===== src/rtl/vga_bram_reader_if.sv =====
// vga_bram_reader_if: read-port bundle between the VGA scan-out block and the
// frame-buffer BRAM. The scanner is the master (drives enable/address, takes
// data back); the BRAM read port is the slave.
`timescale 1ns/1ps

interface vga_bram_reader_if #(
  parameter int PIX_W = 12
);
  logic [PIX_W-1:0] bram_dout;
  logic             bram_read_enable;
  logic [18:0]      bram_address;

  modport master (
    output bram_read_enable,
    output bram_address,
    input  bram_dout
  );

  modport slave (
    input  bram_read_enable,
    input  bram_address,
    output bram_dout
  );
endinterface


===== src/rtl/vga_bram_reader.sv =====
// vga_bram_reader: scans the camera frame buffer in raster order and drives a
// VGA port (default 640x480@60 from a 25 MHz pixel clock). Sync and blanking
// flags travel through a delay line matched to the address register plus the
// BRAM read latency, so pixels, syncs and frame_start leave together,
// RD_LATENCY+2 clocks after the counter state that produced them.
//
// Build option: define VGA_BRAM_SCALE2X_EN for a half-resolution buffer
// (H_ACTIVE/2 x V_ACTIVE/2) shown as 2x2 blocks. Without it the buffer maps
// 1:1 onto the active area.
`timescale 1ns/1ps

module vga_bram_reader #(
  parameter int H_ACTIVE   = 640,
  parameter int H_FP       = 16,
  parameter int H_SYNC     = 96,
  parameter int H_BP       = 48,
  parameter int V_ACTIVE   = 480,
  parameter int V_FP       = 10,
  parameter int V_SYNC     = 2,
  parameter int V_BP       = 33,
  parameter int RD_LATENCY = 1,   // BRAM read latency, 1..3
  parameter int PIX_W      = 12
) (
  input  logic              p_clk,
  input  logic              sysrst_n,
  input  logic              display_enable,
  vga_bram_reader_if.master bram,
  output logic              vga_hsync,
  output logic              vga_vsync,
  output logic [3:0]        vga_r,
  output logic [3:0]        vga_g,
  output logic [3:0]        vga_b,
  output logic              frame_start
);

  localparam int H_TOTAL = H_ACTIVE + H_FP + H_SYNC + H_BP;
  localparam int V_TOTAL = V_ACTIVE + V_FP + V_SYNC + V_BP;
  localparam int HW      = $clog2(H_TOTAL);
  localparam int VW      = $clog2(V_TOTAL);

  localparam logic [HW-1:0] H_LAST = HW'(H_TOTAL - 1);
  localparam logic [HW-1:0] H_ACT  = HW'(H_ACTIVE);
  localparam logic [HW-1:0] HS_BEG = HW'(H_ACTIVE + H_FP);
  localparam logic [HW-1:0] HS_END = HW'(H_ACTIVE + H_FP + H_SYNC);
  localparam logic [VW-1:0] V_LAST = VW'(V_TOTAL - 1);
  localparam logic [VW-1:0] V_ACT  = VW'(V_ACTIVE);
  localparam logic [VW-1:0] VS_BEG = VW'(V_ACTIVE + V_FP);
  localparam logic [VW-1:0] VS_END = VW'(V_ACTIVE + V_FP + V_SYNC);

`ifdef VGA_BRAM_SCALE2X_EN
  // One stored row covers two output pixels per address.
  localparam logic [18:0] ROW_STEP = 19'(H_ACTIVE / 2);
`endif

  typedef enum logic [1:0] {IDLE, RUN, STOPPING} state_t;

  // Per-pixel timing flags carried alongside the BRAM read.
  typedef struct packed {
    logic active;
    logic hs;
    logic vs;
    logic first;
  } flags_t;

  localparam flags_t FLAGS_BLANK = '{active: 1'b0, hs: 1'b1, vs: 1'b1, first: 1'b0};

  state_t        state, state_next;
  logic [HW-1:0] h_cnt;
  logic [VW-1:0] v_cnt;
  logic          scanning;
  logic          h_last;
  logic          frame_wrap;
  flags_t        s0;
  logic [18:0]   next_addr;
  flags_t        flag_pipe [RD_LATENCY+1];
  flags_t        dly;

  assign scanning   = (state != IDLE);
  assign h_last     = (h_cnt == H_LAST);
  assign frame_wrap = h_last && (v_cnt == V_LAST);

  // State register.
  // NOTE: clocked state is always updated with <= so every flop samples the
  // pre-edge values of its neighbours; = here would create order-dependent races.
  always_ff @(posedge p_clk or negedge sysrst_n) begin
    if (!sysrst_n) state <= IDLE;
    else           state <= state_next;
  end

  // Next-state: start on enable, finish the current frame before idling.
  // NOTE: state_next takes a default before the case so no path leaves it
  // unassigned, which would otherwise infer a latch.
  always_comb begin
    state_next = state;
    unique case (state)
      IDLE:     if (display_enable) state_next = RUN;
      RUN:      if (!display_enable) state_next = STOPPING;
      STOPPING: begin
        if (display_enable)  state_next = RUN;
        else if (frame_wrap) state_next = IDLE;
      end
      default:  state_next = IDLE;
    endcase
  end

  // Raster counters: held at zero while idle, free-running while scanning.
  always_ff @(posedge p_clk or negedge sysrst_n) begin
    if (!sysrst_n) begin
      h_cnt <= '0;
      v_cnt <= '0;
    end else if (!scanning) begin
      h_cnt <= '0;
      v_cnt <= '0;
    end else if (h_last) begin
      h_cnt <= '0;
      v_cnt <= (v_cnt == V_LAST) ? '0 : v_cnt + VW'(1);
    end else begin
      h_cnt <= h_cnt + HW'(1);
    end
  end

  // Stage 0 flags decoded straight from the counters; forced blank when idle.
  always_comb begin
    s0.active = scanning && (h_cnt < H_ACT) && (v_cnt < V_ACT);
    s0.hs     = !(scanning && (h_cnt >= HS_BEG) && (h_cnt < HS_END));
    s0.vs     = !(scanning && (v_cnt >= VS_BEG) && (v_cnt < VS_END));
    s0.first  = scanning && (h_cnt == '0) && (v_cnt == '0);
  end

  // Address generator: next_addr is the next word to fetch; bram_address
  // latches it on each fetch so the port never shows a word past the buffer.
  always_ff @(posedge p_clk or negedge sysrst_n) begin
    if (!sysrst_n) begin
      next_addr             <= '0;
      bram.bram_address     <= '0;
      bram.bram_read_enable <= 1'b0;
    end else begin
      bram.bram_read_enable <= s0.active;
      if (!scanning || frame_wrap) begin
        next_addr         <= '0;
        bram.bram_address <= '0;
      end
`ifdef VGA_BRAM_SCALE2X_EN
      // Fetch on even columns only; odd columns reuse the held address.
      else if (s0.active && !h_cnt[0]) begin
        bram.bram_address <= next_addr;
        next_addr         <= next_addr + 19'd1;
      end
      // After an even line rewind one stored row so the next line repeats
      // it; after an odd line next_addr already points at the next row.
      else if (h_last && (v_cnt < V_ACT) && !v_cnt[0]) begin
        next_addr <= next_addr - ROW_STEP;
      end
`else
      else if (s0.active) begin
        bram.bram_address <= next_addr;
        next_addr         <= next_addr + 19'd1;
      end
`endif
    end
  end

  // Flag delay line matching the address register plus BRAM latency.
  // NOTE: this small array is built from flops and is reset like any other
  // state; only true RAM macros are left unreset.
  always_ff @(posedge p_clk or negedge sysrst_n) begin
    if (!sysrst_n) begin
      for (int i = 0; i <= RD_LATENCY; i++) flag_pipe[i] <= FLAGS_BLANK;
    end else begin
      flag_pipe[0] <= s0;
      for (int i = 1; i <= RD_LATENCY; i++) flag_pipe[i] <= flag_pipe[i-1];
    end
  end

  assign dly = flag_pipe[RD_LATENCY];

  // Output register: pixel data joins its flags; RGB forced to zero in blanking.
  always_ff @(posedge p_clk or negedge sysrst_n) begin
    if (!sysrst_n) begin
      vga_hsync   <= 1'b1;
      vga_vsync   <= 1'b1;
      vga_r       <= '0;
      vga_g       <= '0;
      vga_b       <= '0;
      frame_start <= 1'b0;
    end else begin
      vga_hsync   <= dly.hs;
      vga_vsync   <= dly.vs;
      frame_start <= dly.first;
      if (dly.active) begin
        vga_r <= bram.bram_dout[PIX_W-1 -: 4];
        vga_g <= bram.bram_dout[PIX_W-5 -: 4];
        vga_b <= bram.bram_dout[PIX_W-9 -: 4];
      end else begin
        vga_r <= '0;
        vga_g <= '0;
        vga_b <= '0;
      end
    end
  end

endmodule


===== src/flat_wrapper.sv =====
// flat-port wrapper written by rule: the top's interface ports become plain ports
module vga_bram_reader_flat 
#(
  parameter int H_ACTIVE   = 640,
  parameter int H_FP       = 16,
  parameter int H_SYNC     = 96,
  parameter int H_BP       = 48,
  parameter int V_ACTIVE   = 480,
  parameter int V_FP       = 10,
  parameter int V_SYNC     = 2,
  parameter int V_BP       = 33,
  parameter int RD_LATENCY = 1,                             
  parameter int PIX_W      = 12
)
  (p_clk, sysrst_n, display_enable, vga_hsync, vga_vsync, vga_r, vga_g, vga_b, frame_start, bram_bram_read_enable, bram_bram_address, bram_bram_dout);
  vga_bram_reader_if #(.PIX_W(PIX_W)) bram_i ();
  input  logic p_clk;
  input  logic sysrst_n;
  input  logic display_enable;
  output logic vga_hsync;
  output logic vga_vsync;
  output logic [3:0] vga_r;
  output logic [3:0] vga_g;
  output logic [3:0] vga_b;
  output logic frame_start;
  output wire logic [$bits(bram_i.bram_read_enable)-1:0] bram_bram_read_enable;
  output wire logic [$bits(bram_i.bram_address)-1:0] bram_bram_address;
  input wire logic [$bits(bram_i.bram_dout)-1:0] bram_bram_dout;
  assign bram_bram_read_enable = bram_i.bram_read_enable;
  assign bram_bram_address = bram_i.bram_address;
  assign bram_i.bram_dout = bram_bram_dout;
  vga_bram_reader #(.H_ACTIVE(H_ACTIVE), .H_FP(H_FP), .H_SYNC(H_SYNC), .H_BP(H_BP), .V_ACTIVE(V_ACTIVE), .V_FP(V_FP), .V_SYNC(V_SYNC), .V_BP(V_BP), .RD_LATENCY(RD_LATENCY), .PIX_W(PIX_W)) u_core (.p_clk(p_clk), .sysrst_n(sysrst_n), .display_enable(display_enable), .bram(bram_i), .vga_hsync(vga_hsync), .vga_vsync(vga_vsync), .vga_r(vga_r), .vga_g(vga_g), .vga_b(vga_b), .frame_start(frame_start));
endmodule

===== config.mk =====
export PLATFORM = sky130hd
export DESIGN_NAME = vga_bram_reader_flat
export DESIGN_NICKNAME = d
export VERILOG_FILES = /design/src/rtl/vga_bram_reader_if.sv /design/src/rtl/vga_bram_reader.sv /design/src/flat_wrapper.sv
export SDC_FILE = /design/constraint.sdc
export NUM_CORES = 1
export LEC_CHECK = 0
export ABC_AREA = 1
export CORE_MARGIN = 5
export CORE_UTILIZATION = 55
export DETAILED_ROUTE_END_ITERATION = 8
export PLACE_DENSITY = 0.79
export SKIP_CTS_REPAIR_TIMING = 1
export SYNTH_ARGS = -nofsm -noshare
export SYNTH_HDL_FRONTEND = slang
export SYNTH_SLANG_ARGS = --single-unit

===== constraint.sdc =====
create_clock -name p_clk -period 2.1 [get_ports p_clk]
set_clock_uncertainty 0.1 [all_clocks]
set_input_delay 0.42 -clock p_clk [delete_from_list [all_inputs] [get_ports p_clk]]
set_output_delay 0.42 -clock p_clk [all_outputs]
set_load 0.05 [all_outputs]

### Word-level counts from Yosys, hierarchy flattened

Index checks and enable logic that the tools add are counted.

| operators by class | value |
|---|---|
| add/sub/neg operators | 3 |
| $lt $le $gt $ge | 6 |
| eq/ne operators | 8 |
| mux-type cells | 17 |
| reductions and logical operators | 19 |

Operator list:

| operator | number |
|---|---|
| $mux 19 | 4 |
| $mux 10 | 5 |
| $add 10x1->10 const B | 2 |
| $eq 10x10->1 const B | 2 |
| $logic_not 10->1 | 2 |
| $lt 10x10->1 const B | 2 |
| $lt 10x9->1 const B | 2 |
| $add 19x1->19 const B | 1 |
| $mux 4 | 3 |
| $ge 10x10->1 const B | 1 |
| $ge 10x9->1 const B | 1 |
| $logic_and 1x1->1 | 9 |
| $mux 2 | 4 |
| $ne 2x2->1 const B | 3 |
| $pmux 2 s3 | 1 |
| $reduce_bool 2->1 | 2 |
| $logic_not 1->1 | 3 |
| $ne 3x2->1 const B | 1 |
| $reduce_and 3->1 | 1 |
| $eq 2x1->1 const B | 1 |
| $eq 2x2->1 const B | 1 |
| $logic_not 2->1 | 1 |
| $logic_or 1x1->1 | 1 |

| storage, ports and cells | value |
|---|---|
| register bits after elaboration | 83 |
| input port bits | 15 |
| output and inout bits | 35 |

### Depth between registers and ports, before layout

| logic depth | value |
|---|---|
| depth in word-level cells | 5 |
| gate-level depth with buffers | 10 |
| gate-level depth less buffers | 9 |

### Least setup slack after synthesis

OpenSTA, ideal clock, no wires.

| path | value |
|---|---|
| path kind | register to register |
| from | register u_core.v_cnt[0] |
| to | register u_core.next_addr[12] |
| data arrival time | 1341 ps |
| data required time | 1879 ps |
| path slack | 538 ps |
| cell stages (with the launch flop) | 11 |
| buffers on the path | 1 |
| period minus slack after synthesis | 1562 ps |
| path through | dfrtp_1 > inv_1 > ha_1 > nand3_1 > nor2_1 > nand2_2 > nand2_1 > nand2_4 > buf_6 > o21ai_1 > nor2_1 |

| on the way | value |
|---|---|
| cells in the longest elaborated chain, start to end | 4 |
| elaborated cells between the ends (all ways) | 7 |

RTL lines:

| element | line | text |
|---|---|---|
| start: declaration | vga_bram_reader.sv:69 | `logic [VW-1:0] v_cnt;` |
| start signal: assignment | vga_bram_reader.sv:116 | `v_cnt <= (v_cnt == V_LAST) ? '0 : v_cnt + VW'(1);` |
| branches (longest 4 deep; another with $lt 10x9->1) | - |  |
| end signal: assignment | vga_bram_reader.sv:157 | `next_addr <= next_addr + 19'd1;` |
| end: declaration | vga_bram_reader.sv:74 | `logic [18:0] next_addr;` |

Several ways; the timed one is not identified.
A chain may end at the register's enable or synchronous reset.

### Worst setup path after layout

| path | value |
|---|---|
| from | register u_core.bram.bram_read_enable |
| to | output bram_bram_read_enable |

RTL lines:

| element | line | text |
|---|---|---|
| start: declaration | vga_bram_reader_if.sv:14 | `output bram_read_enable,` |
| start signal: assignment | vga_bram_reader.sv:138 | `bram.bram_read_enable <= s0.active;` |
| end: declaration | flat_wrapper.sv:26 | `output wire logic [$bits(bram_i.bram_read_enable)-1:0] bram_bram_read_enable;` |

No word-level cell between the ends.

==> flow_metrics.py <==
metrics = {
    "finish": {
        "area_delta_synth_final_pct": 20.8,
        "fin_area_um2": 4790,
        "diodes": 0,
        "drive_above_1_share_pct": 9.45,
        "utilization_pct": 67.2,
        "fin_nets": 565,
        "layout_commonest_cell": "nand2_1",
        "nFillCells": 593,
        "final_cells": 649,
        "layout_common_cells": "nand2_1 (152), dfrtp_1 (77), inv_1 (68)",
    },
    "setup_path": {
        "critical_path.max_fanout": 2,
        "cp-end-kind": "output pin",
        "cp.required_ns": 1.58,
        "cp_top_family": "buffers and inverters",
        "slowest_delay_ns": 0.82,
        "critical_path_class": "flip-flop to output pin",
        "critical_path_arrival_ns": 1.53,
        "startpoint_type": "flip-flop",
        "worstRegToRegCells": 10,
        "crit_chain": "clkdlybuf4s50_1",
        "cp_num_buf_inv": 1,
        "cp_num_cells": 1,
        "critPathSlowestCell": "clkdlybuf4s50_1",
    },
    "floorplanning": {
        "die_area_um2": 9010,
        "placement_rows": 31,
        "io_pins": 50,
        "start_util_pct": 55.6,
        "core_area_um2": 7140,
        "die_h_um": 94.9,
        "die_x_um": 94.9,
    },
    "yosys": {
        "synth_area_per_cell_um2": 8.10,
        "synth_flop_cell": "dfrtp_1",
        "syn-cell-area_um2": 3970,
        "synth_edf_count": 0,
        "ys_seq_area_share_pct": 52.5,
        "synthesis.instances": 490,
        "syn_nets": 510,
        "async_reset_ff_share_pct": 100,
        "ys_types": 34,
        "ys_warn_count": 0,
        "ys_seq_elements": 83,
    },
    "placed_design": {
        "dp_hpwl_um": 5730,
        "placed_area_um2": 4560,
        "portBuffers": 49,
        "placedCellCount": 632,
        "gp_congestion": 0.972,
        "pre_cts_slack_ns": 0.298,
    },
    "timing": {
        "finalHoldWorstSlack_ns": 0.258,
        "rsz0062_at_grt": "false",
        "max_slew_margin_pct": 65.1,
        "max_freq_ghz": 0.488,
        "finalSetupTns_ns": 0,
        "finalSetupViolations": 0,
        "hold_viol": 0,
        "drv_slew": 0,
        "worstMarginPinSlew_ns": 0.523,
        "fin_ws_ns": 0.0498,
        "min_period_over_period_pct": 97.6,
        "period_needed_ns": 2.05,
    },
    "power_and_ir_drop": {
        "total_power_mw": 3.82,
        "p_leak_nw": 2.49,
        "irDropWorstVdd_mv": 0.387,
        "p_per_area_nw_per_um2": 797,
    },
    "global_route": {
        "grt_max_degree": 42,
        "grt_use_total_pct": 20.0,
        "antenna_found_initial": 0,
        "grt_pass1_wl_um": 14200,
        "grt_pass1_vias": 3212,
        "grt_overflow_total": 0,
    },
    "drt": {
        "dr.pass1.iters": 5,
        "wl_per_cell_um": 12.6,
        "vias": 3278,
        "drtIter0Drc": 271,
        "drt-total-wl_um": 8160,
        "postRouteAntennaNets": 0,
        "viasPerCell": 5.05,
        "drc": 0,
    },
    "clock_network": {
        "clock_sinks": 83,
        "htreeDepth": 3,
        "clk_latency_ns": 0.36,
        "clk_pin_slew_worst_paths_ns": 0.08,
        "clockRootBuffer": "clkbuf_8",
        "cts_tree": "built",
        "numCtsBuffers": 9,
        "cts_buffer_depth": 2,
    },
    "worst_hold_path": {
        "hp-class": "flip-flop to flip-flop",
        "holdPathStages": 0,
    },
    "flow_run": {
        "cap_violations": 0,
    },
    "status": {
        "run_status": "complete, no violations",
    },
}
==> final cells by class <==
type	count	area [µm²]	share of cell area, %
clock inverter	5	85.1	1.77
inverter	74	278	5.79
sequential	83	2080	43.5
tap	99	124	2.58
clock buffer	11	141	2.95
multi-input combinational	320	1500	31.3
timing repair buffer	57	583	12.2
==> report_power, final <==
group          internal [mW]  total, mW  leakage [nW]  switching [mW]
Sequential              1.71       1.80          1.10          0.0851
Combinational          0.242      0.719          1.28           0.477
Clock                  0.709       1.31         0.110           0.596
==> cell usage after synthesis, types with 3 or more instances <==
| master | n | area [µm²] |
|---|---|---|
| nand2_1 | 152 | 571 |
| dfrtp_1 | 77 | 1930 |
| inv_1 | 68 | 255 |
| nor2_1 | 49 | 184 |
| nand3_1 | 31 | 155 |
| a21oi_1 | 16 | 80.1 |
| o21ai_0 | 11 | 55.1 |
| nand4_1 | 10 | 62.6 |
| o21ai_1 | 9 | 45.0 |
| buf_6 | 7 | 78.8 |
| nor3_1 | 7 | 35.0 |
| dfstp_2 | 6 | 158 |
| inv_2 | 6 | 22.5 |
| buf_2 | 5 | 25.0 |
| ha_1 | 5 | 62.6 |
| a31oi_1 | 4 | 25.0 |
| nand2_4 | 3 | 33.8 |
| xor2_1 | 3 | 26.3 |
==> worst paths after layout <==
kind,from,to,slack [ns]
setup / recovery,u_core.bram.bram_read_enable$_DFF_PN0_,bram_bram_read_enable,0.05
hold / removal,u_core.dly[0]$_DFF_PN0_,u_core.frame_start$_DFF_PN0_,0.26
setup reg to reg,u_core.v_cnt[0]$_DFFE_PN0P_,u_core.next_addr[15]$_DFFE_PN0P_,0.27
hold reg to reg,u_core.dly[0]$_DFF_PN0_,u_core.frame_start$_DFF_PN0_,0.26
max in group asynchronous,sysrst_n,u_core.dly[2]$_DFF_PN1_,0.90
min in group asynchronous,sysrst_n,u_core.h_cnt[0]$_DFF_PN0_,0.36
==> flip-flops by register name, summed over array words and instances, names as in the netlist <==
| signal | count |
|---|---|
| u_core.vga_vsync | 1 |
| u_core.vga_b | 4 |
| u_core.bram.bram_read_enable | 1 |
| u_core.h_cnt | 10 |
| u_core.next_addr | 19 |
| u_core.v_cnt | 10 |
| u_core.vga_g | 4 |
| u_core.vga_hsync | 1 |
| u_core.frame_start | 1 |
| u_core.state | 2 |
| u_core.dly | 4 |
| u_core.flag_pipe | 3 |
| u_core.vga_r | 4 |
| u_core.bram.bram_address | 19 |
==> logic make-up (layout without fill, tap and decap cells) <==
family / count (synthesis) / after routing / synth area share, %
flops: 83 / 83 / 52.5
xor+xnor: 3 / 3 / 0.662
simple gates: 263 / 263 / 28.5
fa+ha+maj: 5 / 5 / 1.58
compound gates: 49 / 49 / 7.06
buf+inv: 87 / 147 / 9.71
==> metal layers <==
layer	track usage, %	routed length [µm]	vias to the layer above
met4	7.21	76	0
met5	0	0	-
met1	27.2	3800	1514
li1	-	-	1635
met3	4.54	539	9
met2	31.3	3750	120
(Power assumes the default switching activity.)
